**config.mk**
```make
export PLATFORM = sky130hd
export DESIGN_NAME = ct_had_jtag_tap
export DESIGN_NICKNAME = d
export VERILOG_FILES = /design/src/rtl/ct_had_tap_pkg.sv /design/src/rtl/ct_had_tap_fsm.sv /design/src/rtl/ct_had_jtag_tap.sv
export SDC_FILE = /design/constraint.sdc
export NUM_CORES = 1
export LEC_CHECK = 0
export ABC_AREA = 1
export CAP_MARGIN = 25
export CORE_MARGIN = 2
export CORE_UTILIZATION = 25
export DETAILED_ROUTE_END_ITERATION = 12
export PLACE_DENSITY_LB_ADDON = 0.3
export REMOVE_ABC_BUFFERS = 1
export SLEW_MARGIN = 10
export SYNTH_ARGS = -nofsm -noshare
export SYNTH_HDL_FRONTEND = slang
export SYNTH_SLANG_ARGS = --single-unit
```
**constraint.sdc**
```tcl
create_clock -name tclk -period 2.8 [get_ports tclk]
set_clock_uncertainty 0.2 [all_clocks]
set_input_delay 0.28 -clock tclk [delete_from_list [all_inputs] [get_ports tclk]]
set_output_delay 0.28 -clock tclk [all_outputs]
set_load 0.01 [all_outputs]
```
**src/rtl/ct_had_tap_pkg.sv**
```systemverilog
// Shared TAP definitions: state encoding, opcodes, IR capture pattern, next-state helper.
// Latency: n/a (package).
// Backpressure: n/a (package).
package ct_had_tap_pkg;

  // Classic 1149.1 4-bit state encoding
  typedef enum logic [3:0] {
    TAP_EXIT2_DR   = 4'h0,
    TAP_EXIT1_DR   = 4'h1,
    TAP_SHIFT_DR   = 4'h2,
    TAP_PAUSE_DR   = 4'h3,
    TAP_SEL_IR     = 4'h4,
    TAP_UPDATE_DR  = 4'h5,
    TAP_CAPTURE_DR = 4'h6,
    TAP_SEL_DR     = 4'h7,
    TAP_EXIT2_IR   = 4'h8,
    TAP_EXIT1_IR   = 4'h9,
    TAP_SHIFT_IR   = 4'hA,
    TAP_PAUSE_IR   = 4'hB,
    TAP_RTI        = 4'hC,
    TAP_UPDATE_IR  = 4'hD,
    TAP_CAPTURE_IR = 4'hE,
    TAP_TLR        = 4'hF
  } tap_state_e;

  localparam logic [4:0] OPC_IDCODE    = 5'h01;
  localparam logic [4:0] OPC_DR_ACCESS = 5'h11;
  localparam logic [4:0] OPC_BYPASS    = 5'h1F;

  // Two LSBs loaded into the IR shifter in CAPTURE_IR; upper bits are zero
  localparam logic [1:0] IR_CAPTURE_PAT = 2'b01;

  function automatic tap_state_e tap_next(input tap_state_e s, input logic tms);
    case (s)
      TAP_TLR:        tap_next = tms ? TAP_TLR       : TAP_RTI;
      TAP_RTI:        tap_next = tms ? TAP_SEL_DR    : TAP_RTI;
      TAP_SEL_DR:     tap_next = tms ? TAP_SEL_IR    : TAP_CAPTURE_DR;
      TAP_CAPTURE_DR: tap_next = tms ? TAP_EXIT1_DR  : TAP_SHIFT_DR;
      TAP_SHIFT_DR:   tap_next = tms ? TAP_EXIT1_DR  : TAP_SHIFT_DR;
      TAP_EXIT1_DR:   tap_next = tms ? TAP_UPDATE_DR : TAP_PAUSE_DR;
      TAP_PAUSE_DR:   tap_next = tms ? TAP_EXIT2_DR  : TAP_PAUSE_DR;
      TAP_EXIT2_DR:   tap_next = tms ? TAP_UPDATE_DR : TAP_SHIFT_DR;
      TAP_UPDATE_DR:  tap_next = tms ? TAP_SEL_DR    : TAP_RTI;
      TAP_SEL_IR:     tap_next = tms ? TAP_TLR       : TAP_CAPTURE_IR;
      TAP_CAPTURE_IR: tap_next = tms ? TAP_EXIT1_IR  : TAP_SHIFT_IR;
      TAP_SHIFT_IR:   tap_next = tms ? TAP_EXIT1_IR  : TAP_SHIFT_IR;
      TAP_EXIT1_IR:   tap_next = tms ? TAP_UPDATE_IR : TAP_PAUSE_IR;
      TAP_PAUSE_IR:   tap_next = tms ? TAP_EXIT2_IR  : TAP_PAUSE_IR;
      TAP_EXIT2_IR:   tap_next = tms ? TAP_UPDATE_IR : TAP_SHIFT_IR;
      TAP_UPDATE_IR:  tap_next = tms ? TAP_SEL_DR    : TAP_RTI;
      default:        tap_next = TAP_TLR;
    endcase
  endfunction

endpackage

```
**src/rtl/ct_had_tap_fsm.sv**
```systemverilog
// TAP controller state register plus one-hot decodes of current/next state.
// Latency: one state transition per tclk rising edge; decodes are straight off the state flops.
// Backpressure: none; io_sm_tap_en low forces TEST_LOGIC_RESET regardless of TMS.
module ct_had_tap_fsm
  import ct_had_tap_pkg::*;
(
  input  logic tclk,
  input  logic trst,
  input  logic tms,
  input  logic tap_en,
  output logic st_tlr,
  output logic st_capture_ir,
  output logic st_shift_ir,
  output logic st_update_ir,
  output logic st_capture_dr,
  output logic st_shift_dr,
  output logic st_ir_path,
  output logic nxt_shift,
  output logic nxt_update_dr
);

  tap_state_e state;
  tap_state_e state_nxt;

  // Next state: disabled port parks the controller in reset
  always_comb begin
    state_nxt = tap_en ? tap_next(state, tms) : TAP_TLR;
  end

  // State register
  always_ff @(posedge tclk or posedge trst) begin
    if (trst) state <= TAP_TLR;
    else      state <= state_nxt;
  end

  assign st_tlr        = (state == TAP_TLR);
  assign st_capture_ir = (state == TAP_CAPTURE_IR);
  assign st_shift_ir   = (state == TAP_SHIFT_IR);
  assign st_update_ir  = (state == TAP_UPDATE_IR);
  assign st_capture_dr = (state == TAP_CAPTURE_DR);
  assign st_shift_dr   = (state == TAP_SHIFT_DR);
  assign st_ir_path    = state inside {TAP_CAPTURE_IR, TAP_SHIFT_IR, TAP_EXIT1_IR,
                                       TAP_PAUSE_IR, TAP_EXIT2_IR, TAP_UPDATE_IR};
  // Look-ahead decodes so the tdo_en / update flops line up with the state itself
  assign nxt_shift     = state_nxt inside {TAP_SHIFT_IR, TAP_SHIFT_DR};
  assign nxt_update_dr = (state_nxt == TAP_UPDATE_DR);

endmodule

```
**src/rtl/ct_had_jtag_tap.sv**
```systemverilog
// HAD debug TAP: IR / BYPASS / IDCODE / DR_ACCESS shift paths behind the pad stage.
// Latency: serial, one bit per tclk; update strobe registered, high for the UPDATE_DR cycle only.
// Backpressure: none; TCK-paced. Optional IDCODE register under `HAD_TAP_IDCODE_EN.
module ct_had_jtag_tap
  import ct_had_tap_pkg::*;
#(
  parameter int          IR_W   = 5,
  parameter int          DR_W   = 32,
  parameter logic [31:0] IDCODE = 32'h1000_0B6F
) (
  input  logic            tclk,
  input  logic            trst,
  input  logic            pad_had_jtg_tms,
  input  logic            io_serial_tdi,
  input  logic            io_sm_tap_en,
  input  logic [DR_W-1:0] tap_dr_capture_data,
  output logic            serial_io_tdo,
  output logic            sm_io_tdo_en,
  output logic [DR_W-1:0] tap_dr_data,
  output logic            tap_dr_update,
  output logic [IR_W-1:0] tap_ir
);

  // Elaboration-time sanity on the parameters
  if (IR_W < 2 || IDCODE[0] != 1'b1) begin : g_param_chk
    $error("ct_had_jtag_tap: IR_W must be >= 2 and IDCODE[0] must be 1");
  end

  localparam logic [IR_W-1:0] IR_DR_ACCESS = IR_W'(OPC_DR_ACCESS);
  localparam logic [IR_W-1:0] IR_BYPASS    = IR_W'(OPC_BYPASS);
`ifdef HAD_TAP_IDCODE_EN
  localparam logic [IR_W-1:0] IR_IDCODE    = IR_W'(OPC_IDCODE);
  localparam logic [IR_W-1:0] IR_RST       = IR_IDCODE;
`else
  localparam logic [IR_W-1:0] IR_RST       = IR_BYPASS;
`endif

  logic st_tlr, st_capture_ir, st_shift_ir, st_update_ir;
  logic st_capture_dr, st_shift_dr, st_ir_path, nxt_shift, nxt_update_dr;

  logic [IR_W-1:0] ir;
  logic [IR_W-1:0] ir_sh;
  logic            bypass_sh;
  logic [DR_W-1:0] dr_sh;
  logic            sel_dr_access;
  logic            sel_idcode;
  logic            sel_bypass;
  logic            tdo_mux;
  logic            tdo_en_q;
  logic            dr_update_q;

  ct_had_tap_fsm u_fsm (
    .tclk          (tclk),
    .trst          (trst),
    .tms           (pad_had_jtg_tms),
    .tap_en        (io_sm_tap_en),
    .st_tlr        (st_tlr),
    .st_capture_ir (st_capture_ir),
    .st_shift_ir   (st_shift_ir),
    .st_update_ir  (st_update_ir),
    .st_capture_dr (st_capture_dr),
    .st_shift_dr   (st_shift_dr),
    .st_ir_path    (st_ir_path),
    .nxt_shift     (nxt_shift),
    .nxt_update_dr (nxt_update_dr)
  );

  // Register selection; unknown opcodes fall through to BYPASS
  assign sel_dr_access = (ir == IR_DR_ACCESS);
`ifdef HAD_TAP_IDCODE_EN
  assign sel_idcode    = (ir == IR_IDCODE);
`else
  assign sel_idcode    = 1'b0;
`endif
  assign sel_bypass    = !sel_dr_access && !sel_idcode;

  // Instruction register and its shifter; sitting in TLR re-arms the reset opcode
  always_ff @(posedge tclk or posedge trst) begin
    if (trst) begin
      ir    <= IR_RST;
      ir_sh <= '0;
    end else begin
      if (st_tlr)            ir <= IR_RST;
      else if (st_update_ir) ir <= ir_sh;
      if (st_capture_ir)     ir_sh <= IR_W'(IR_CAPTURE_PAT);
      else if (st_shift_ir)  ir_sh <= {io_serial_tdi, ir_sh[IR_W-1:1]};
    end
  end

  // BYPASS: single flop, zero on capture, then a one-cycle TDI delay
  always_ff @(posedge tclk or posedge trst) begin
    if (trst)                          bypass_sh <= 1'b0;
    else if (sel_bypass && st_capture_dr) bypass_sh <= 1'b0;
    else if (sel_bypass && st_shift_dr)   bypass_sh <= io_serial_tdi;
  end

  // DR_ACCESS shifter; the shift form also covers DR_W == 1.
  // Held in every state other than CAPTURE_DR / SHIFT_DR, including PAUSE.
  always_ff @(posedge tclk or posedge trst) begin
    if (trst)                                dr_sh <= '0;
    else if (sel_dr_access && st_capture_dr) dr_sh <= tap_dr_capture_data;
    else if (sel_dr_access && st_shift_dr)   dr_sh <= DR_W'({io_serial_tdi, dr_sh} >> 1);
  end

`ifdef HAD_TAP_IDCODE_EN
  logic [31:0] idcode_sh;

  // IDCODE shifter
  always_ff @(posedge tclk or posedge trst) begin
    if (trst)                             idcode_sh <= '0;
    else if (sel_idcode && st_capture_dr) idcode_sh <= IDCODE;
    else if (sel_idcode && st_shift_dr)   idcode_sh <= {io_serial_tdi, idcode_sh[31:1]};
  end
`endif

  // TDO mux: purely from flops, so no TDI-to-TDO combinational path
  always_comb begin
    tdo_mux = bypass_sh;
    if (st_ir_path)         tdo_mux = ir_sh[0];
    else if (sel_dr_access) tdo_mux = dr_sh[0];
`ifdef HAD_TAP_IDCODE_EN
    else if (sel_idcode)    tdo_mux = idcode_sh[0];
`endif
  end

  // Output enable and update strobe, registered off the next-state decode
  always_ff @(posedge tclk or posedge trst) begin
    if (trst) begin
      tdo_en_q    <= 1'b0;
      dr_update_q <= 1'b0;
    end else begin
      tdo_en_q    <= nxt_shift;
      dr_update_q <= nxt_update_dr && sel_dr_access;
    end
  end

  assign serial_io_tdo = tdo_mux;
  assign sm_io_tdo_en  = tdo_en_q;
  assign tap_dr_data   = dr_sh;
  assign tap_dr_update = dr_update_q;
  assign tap_ir        = ir;

endmodule

```
### Yosys cells after proc, flatten, opt, wreduce, memory -nomap -nowiden

Cells that the tools add are included.

| word-level totals | value |
|---|---|
| logic and storage cells | 66 |
| output and inout port bits | 40 |
| register bits after elaboration | 49 |

| operators by class | value |
|---|---|
| reductions and logical operators | 16 |
| muxes and demuxes | 24 |
| equality and inequality tests | 19 |

Operators by type and width:

| operator | number |
|---|---|
| 2-to-1 mux 32 bit | 2 |
| case mux 4 bit (12 select lines) | 1 |
| equality test 4 bit (second input constant) | 9 |
| equality test 4 x 3 -> 1 bit (second input constant) | 5 |
| 2-to-1 mux 5 bit | 4 |
| equality test 4 x 2 -> 1 bit (second input constant) | 3 |
| 2-to-1 mux 2 bit | 6 |
| 2-to-1 mux 3 bit | 4 |
| nonzero test 2 bit | 5 |
| 2-to-1 mux 4 bit | 2 |
| nonzero test 6 bit | 1 |
| equality test 5 bit (second input constant) | 1 |
| logical AND 1 bit | 5 |
| 2-to-1 mux 1 bit | 5 |
| equality test 4 x 1 -> 1 bit (second input constant) | 1 |
| zero test 4 bit | 1 |
| OR reduction 2 bit | 2 |
| OR reduction 3 bit | 1 |
| zero test 1 bit | 1 |

### Logic depth before layout (Yosys ltp)

| logic depth | value |
|---|---|
| depth in word-level cells | 6 |
| gate-level depth with buffers | 9 |
| mapped depth without buffers | 8 |

### By module

A second synthesis with hierarchy kept.

| second synthesis, totals | value |
|---|---|
| cell total of the unflattened synthesis | 421 |
| area total of the unflattened synthesis | 2879.0 um^2 |

By module, submodules not included:

| module | times used | area each (um^2) | cells each |
|---|---|---|---|
| ct_had_jtag_tap | 1 | 2459.9 | 343 |
| ct_had_tap_fsm | 1 | 419.2 | 78 |

### Worst setup path before layout

OpenSTA, ideal clock, no wires.

| timing | value |
|---|---|
| path type | flip-flop to output port |
| from | reg u_fsm.state[2] |
| to | out serial_io_tdo |
| setup slack | 1006 ps |
| cell stages (with the launch flop) | 6 |
| path buffers | 1 |
| arrival time | 1314 ps |
| required time | 2320 ps |
| path through | dfstp_2 buf_4 nand2_1 nor2_1 a21oi_1 o22ai_1 |

| on the way | value |
|---|---|
| word-level cells in the longest chain between the ends | 3 |

RTL lines:

| element | line | RTL |
|---|---|---|
| start, declared | ct_had_tap_fsm.sv:22 | `tap_state_e state;` |
| start signal, assigned | ct_had_tap_fsm.sv:33 | `else state <= state_nxt;` |
| equality test 4 bit | ct_had_tap_fsm.sv:42 | `assign st_ir_path = state inside {TAP_CAPTURE_IR, TAP_SHIFT_IR, TAP_EXIT1_IR,` |
| nonzero test 6 bit (*) | ct_had_tap_fsm.sv:42 |  |
| 2-to-1 mux 1 bit (*) | ct_had_jtag_tap.sv:119 | `if (st_ir_path) tdo_mux = ir_sh[0];` |
| end, declared | ct_had_jtag_tap.sv:17 | `output logic serial_io_tdo,` |

Mark *: on every way between the ends. The rest lies on a longest branch, timed or not.

### Worst setup path after layout

| timing | value |
|---|---|
| from | reg u_fsm.state[2] |
| to | reg dr_update_q, in the netlist tap_dr_update |

| on the way | value |
|---|---|
| word-level cells in the longest chain between the ends | 6 |

RTL lines:

| element | line | RTL |
|---|---|---|
| equality test 4 bit (tied with other cells) | ct_had_tap_pkg.sv:34 | `case (s)` |
| OR reduction 3 bit (no source line) / OR reduction 2 bit (equally long branches) | -- |  |
| case mux 4 bit (12 select lines) (*) | ct_had_tap_pkg.sv:34 |  |
| 2-to-1 mux 4 bit (*) | ct_had_tap_fsm.sv:27 | `state_nxt = tap_en ? tap_next(state, tms) : TAP_TLR;` |
| equality test 4 x 3 -> 1 bit (*) | ct_had_tap_fsm.sv:46 | `assign nxt_update_dr = (state_nxt == TAP_UPDATE_DR);` |
| logical AND 1 bit (*) | ct_had_jtag_tap.sv:133 | `dr_update_q <= nxt_update_dr && sel_dr_access;` |
| end signal, assigned | ct_had_jtag_tap.sv:133 |  |
| end, declared | ct_had_jtag_tap.sv:50 | `logic dr_update_q;` |

Marked as above.
A chain may end at the register's enable or synchronous reset.

==> metrics.log <==
INFO  metric outcome = completed
INFO  metric leakage = 0.001684 uW
INFO  metric synth.yosys.seq_area_share = 49.65%
INFO  metric p_per_area = 753.9 nW/um2
INFO  metric placedCellCount = 454
INFO  metric detail_route.drc_violations = 0
INFO  metric fp-row-count = 36
INFO  metric yosysWarningCount = 0
INFO  metric global_route.usage.met1 = 14.72%
INFO  metric grt_antenna_before_repair = 0
INFO  metric min_period_over_period = 85.92%
INFO  metric vias_per_cell = 4.212
INFO  metric port_buffers = 76
INFO  metric final_hold_violations = 0
INFO  metric detail_route.iter0.violations = 76
INFO  metric vdd.ir_drop.worst = 0.0003765 V
INFO  metric grt_pass1_vias = 1922
INFO  metric grt_pass1_wl = 9432 um
INFO  metric timing.slew.headroom = 50.03%
INFO  metric cts.sink_count = 49
INFO  metric fmax = 415.7 MHz
INFO  metric cp_cell_sequence = buf_4, clkinv_1, nor2_1, nand3_1, nand2_1, nor2_1, nand3_1, nor2_1
INFO  metric gr-usage-all-layers = 10.71%
INFO  metric number_of_buffers_inserted_for_hold_repair_after_clock_tree_synthesis = 0
INFO  metric global_placement_routability_congestion = 0.7681
INFO  metric postCtsSetupRepairBufs = 0
INFO  metric floorplan.die_area = 10780 um2
INFO  metric syn_area = 2492 um2
INFO  metric routed_wire_length_per_instance = 12.22 um
INFO  metric endpoint_kind = flip-flop
INFO  metric gr-max-usage-layer = met2
INFO  metric synth_area_per_cell = 9.890 um2
INFO  metric htree_num_levels = 2
INFO  metric ports_placed_on_the_boundary = 77
INFO  metric fill_cells = 1017
INFO  metric worst_path_largest_cell_delay = 0.54 ns
INFO  metric cp_common_cell = sky130_fd_sc_hd__nor2_1
INFO  metric worst_skew_pair.late_latency = 0.30 ns
INFO  metric start_util = 25.62%
INFO  metric worst_pin_slew = 0.7496 ns
INFO  metric ctsLongestPathBuffers = 2
INFO  metric global_route.usage.met2 = 15.93%
INFO  metric timing.final.setup_violations = 0
INFO  metric drive_gt1_share = 18.54%
INFO  metric insertedDiodeCount = 0
INFO  metric most_common_cell_after_layout_fill_and_taps_aside = sky130_fd_sc_hd__clkdlybuf4s50_1
INFO  metric timing.final.crit_period = 2.406 ns
INFO  metric critical_path_peak_fanout = 36
INFO  metric flow.area_growth_from_synthesis = 39.16%
INFO  metric required_time_of_the_worst_setup_path = 2.79 ns
INFO  metric slowest_stage = sky130_fd_sc_hd__dfstp_2
INFO  metric setup_total_negative_slack = 0 ns
INFO  metric yosys_register_bits = 49
INFO  metric stdcell_count = 462
INFO  metric die-width = 103.8 um
INFO  metric core_area = 9729 um2
INFO  metric tritoncts_clock_tree = built
INFO  metric dieHeight = 103.8 um
INFO  metric max_cap_viol_count = 0
INFO  metric grt_setup_unrepaired = false
INFO  metric post_synth_cell_types = 24
INFO  metric route.vias.total = 1946
INFO  metric grt_max_degree = 63
INFO  metric final_net_count = 365
INFO  metric first_pass_iters = 4
INFO  metric grt_overflow_total = 0
INFO  metric layout_common_cells = sky130_fd_sc_hd__clkdlybuf4s50_1 (75), sky130_fd_sc_hd__nand2_1 (54), sky130_fd_sc_hd__dfrtp_1 (40)
INFO  metric tritoncts.num_buffers = 5
INFO  metric grt.met3_usage = 3.650%
INFO  metric syn_inst = 252
INFO  metric path_clk_slew = 0.09 ns
INFO  metric clockRootBuffer = sky130_fd_sc_hd__clkbuf_8
INFO  metric critPathLaunchType = flip-flop
INFO  metric postRouteAntennaNets = 0
INFO  metric dp_hpwl = 4016 um
INFO  metric detail_route.wirelength = 5644 um
INFO  metric timing.setup.critical_path_class = reg -> reg
INFO  metric critical_path_arrival = 2.40 ns
INFO  metric hold_class = in -> async
INFO  metric report.final.slew_viol_count = 0
-- synthesized netlist by cell type --
| master | n | area [um2] |
|---|---|---|
| sky130_fd_sc_hd__inv_2 | 3 | 11.26 |
| sky130_fd_sc_hd__clkinv_1 | 1 | 3.750 |
| sky130_fd_sc_hd__buf_2 | 2 | 10.01 |
| sky130_fd_sc_hd__nor3_2 | 1 | 10.01 |
| sky130_fd_sc_hd__nand3_4 | 1 | 17.52 |
| sky130_fd_sc_hd__nor2_2 | 1 | 6.260 |
| sky130_fd_sc_hd__o21ai_0 | 7 | 35.03 |
| sky130_fd_sc_hd__nand2_2 | 1 | 6.260 |
| sky130_fd_sc_hd__o21ai_2 | 31 | 271.5 |
| sky130_fd_sc_hd__nand3_1 | 10 | 50.05 |
| sky130_fd_sc_hd__nor2_4 | 1 | 11.26 |
| sky130_fd_sc_hd__inv_4 | 1 | 6.260 |
| sky130_fd_sc_hd__dfstp_2 | 9 | 236.5 |
| sky130_fd_sc_hd__a21oi_1 | 4 | 20.02 |
| sky130_fd_sc_hd__nor3_1 | 2 | 10.01 |
| sky130_fd_sc_hd__buf_6 | 6 | 67.56 |
| sky130_fd_sc_hd__nand2_1 | 54 | 202.7 |
| sky130_fd_sc_hd__nor2_1 | 16 | 60.06 |
| sky130_fd_sc_hd__dfrtp_1 | 40 | 1001 |
| sky130_fd_sc_hd__mux2i_1 | 31 | 310.3 |
| sky130_fd_sc_hd__buf_4 | 3 | 22.52 |
| sky130_fd_sc_hd__a22oi_1 | 5 | 37.54 |
| sky130_fd_sc_hd__inv_1 | 21 | 78.83 |
| sky130_fd_sc_hd__o22ai_1 | 1 | 6.260 |
-- sequential cells by signal, indices dropped and copies added, names as in the netlist --
signal,count
bypass_sh,1
tap_dr_data,32
ir_sh,5
tap_ir,5
sm_io_tdo_en,1
u_fsm.state,4
tap_dr_update,1
-- layer usage --
layer | share of wire, % | up-vias
met5 | 0 | -
met2 | 45 | 54
li1 | - | 977
met4 | 0.96 | 0
met1 | 48 | 910
met3 | 6.2 | 5
-- per-stage QoR --
| stage | setup slack [ns] | power [uW] | instance area, um2 | utilization [%] | hold WS, ns |
|---|---|---|---|---|---|
| 6_report | 0.3943 | 2615 | 3468 | 35.65 | 0.1404 |
| 5_1_grt | 0.2331 | 2797 | 3468 | 35.65 | 0.1857 |
| 4_1_cts | 0.1454 | 2653 | 3466 | 35.62 | 0.1572 |
| 3_3_place_gp | 0.4569 | 2097 | 3349 | 34.43 | 0.2875 |
| 2_1_floorplan | 0.5061 | 1677 | 2392 | - | 0.2329 |
| 3_5_place_dp | 0.4060 | 2106 | 3349 | 34.43 | 0.2883 |
-- final cells by class --
cell class	count	area (um2)	share of cell area (%)
Clock buffer	7	86.33	2.489
Clock inverter	1	30.03	0.8658
Inverter	26	100.1	2.886
Multi-Input combinational cell	166	1055	30.41
Sequential cell	49	1237	35.68
Tap cell	133	166.4	4.798
Timing Repair Buffer	80	793.3	22.87
-- path summary, 6_finish.rpt --
| path | start | end | slack [ns] | cells after the start |
|---|---|---|---|---|
| worst max-delay path | u_fsm.state[2]$_DFF_PP1_ | tap_dr_update$_DFF_PP0_ | 0.39 | 8 |
| worst min-delay path | trst | ir_sh[2]$_DFFE_PP0P_ | 0.14 | 2 |
| worst max register to register | u_fsm.state[2]$_DFF_PP1_ | tap_dr_update$_DFF_PP0_ | 0.39 | 8 |
| worst min register to register | tap_ir[2]$_DFFE_PP1P_ | tap_ir[2]$_DFFE_PP1P_ | 0.30 | 2 |
| max in group asynchronous | trst | tap_dr_data[0]$_DFFE_PP0P_ | 1.65 | 3 |
| min in group tclk | tap_ir[2]$_DFFE_PP1P_ | tap_ir[2]$_DFFE_PP1P_ | 0.30 | 2 |
-- repair_timing --
action	in CTS	in global routing
hold endpoints to repair	0	0
setup endpoints to repair	0	1
gates resized for setup	0	1
-- report_power, final --
group          total, uW  switching [uW]  internal [uW]
clock network        535             243            292
logic               1090             577            508
registers            995             116            879
-- cells by family after synthesis --
logic type / Yosys count / share of synthesized area, %
AND/OR/NAND/NOR: 87 / 15.01
multiplexers: 31 / 12.45
flip-flops: 49 / 49.65
buffers and inverters: 37 / 8.032
AO/OA/AOI/OAI: 48 / 14.86
-- critical path: cells and delay by family, from the launching register on --
kind | cells | cell delay, ns
buffers and inverters | 2 | 0.90
flip-flops | 1 | 0.54
AND/OR/NAND/NOR | 6 | 0.65
(Power assumes the default switching activity.)
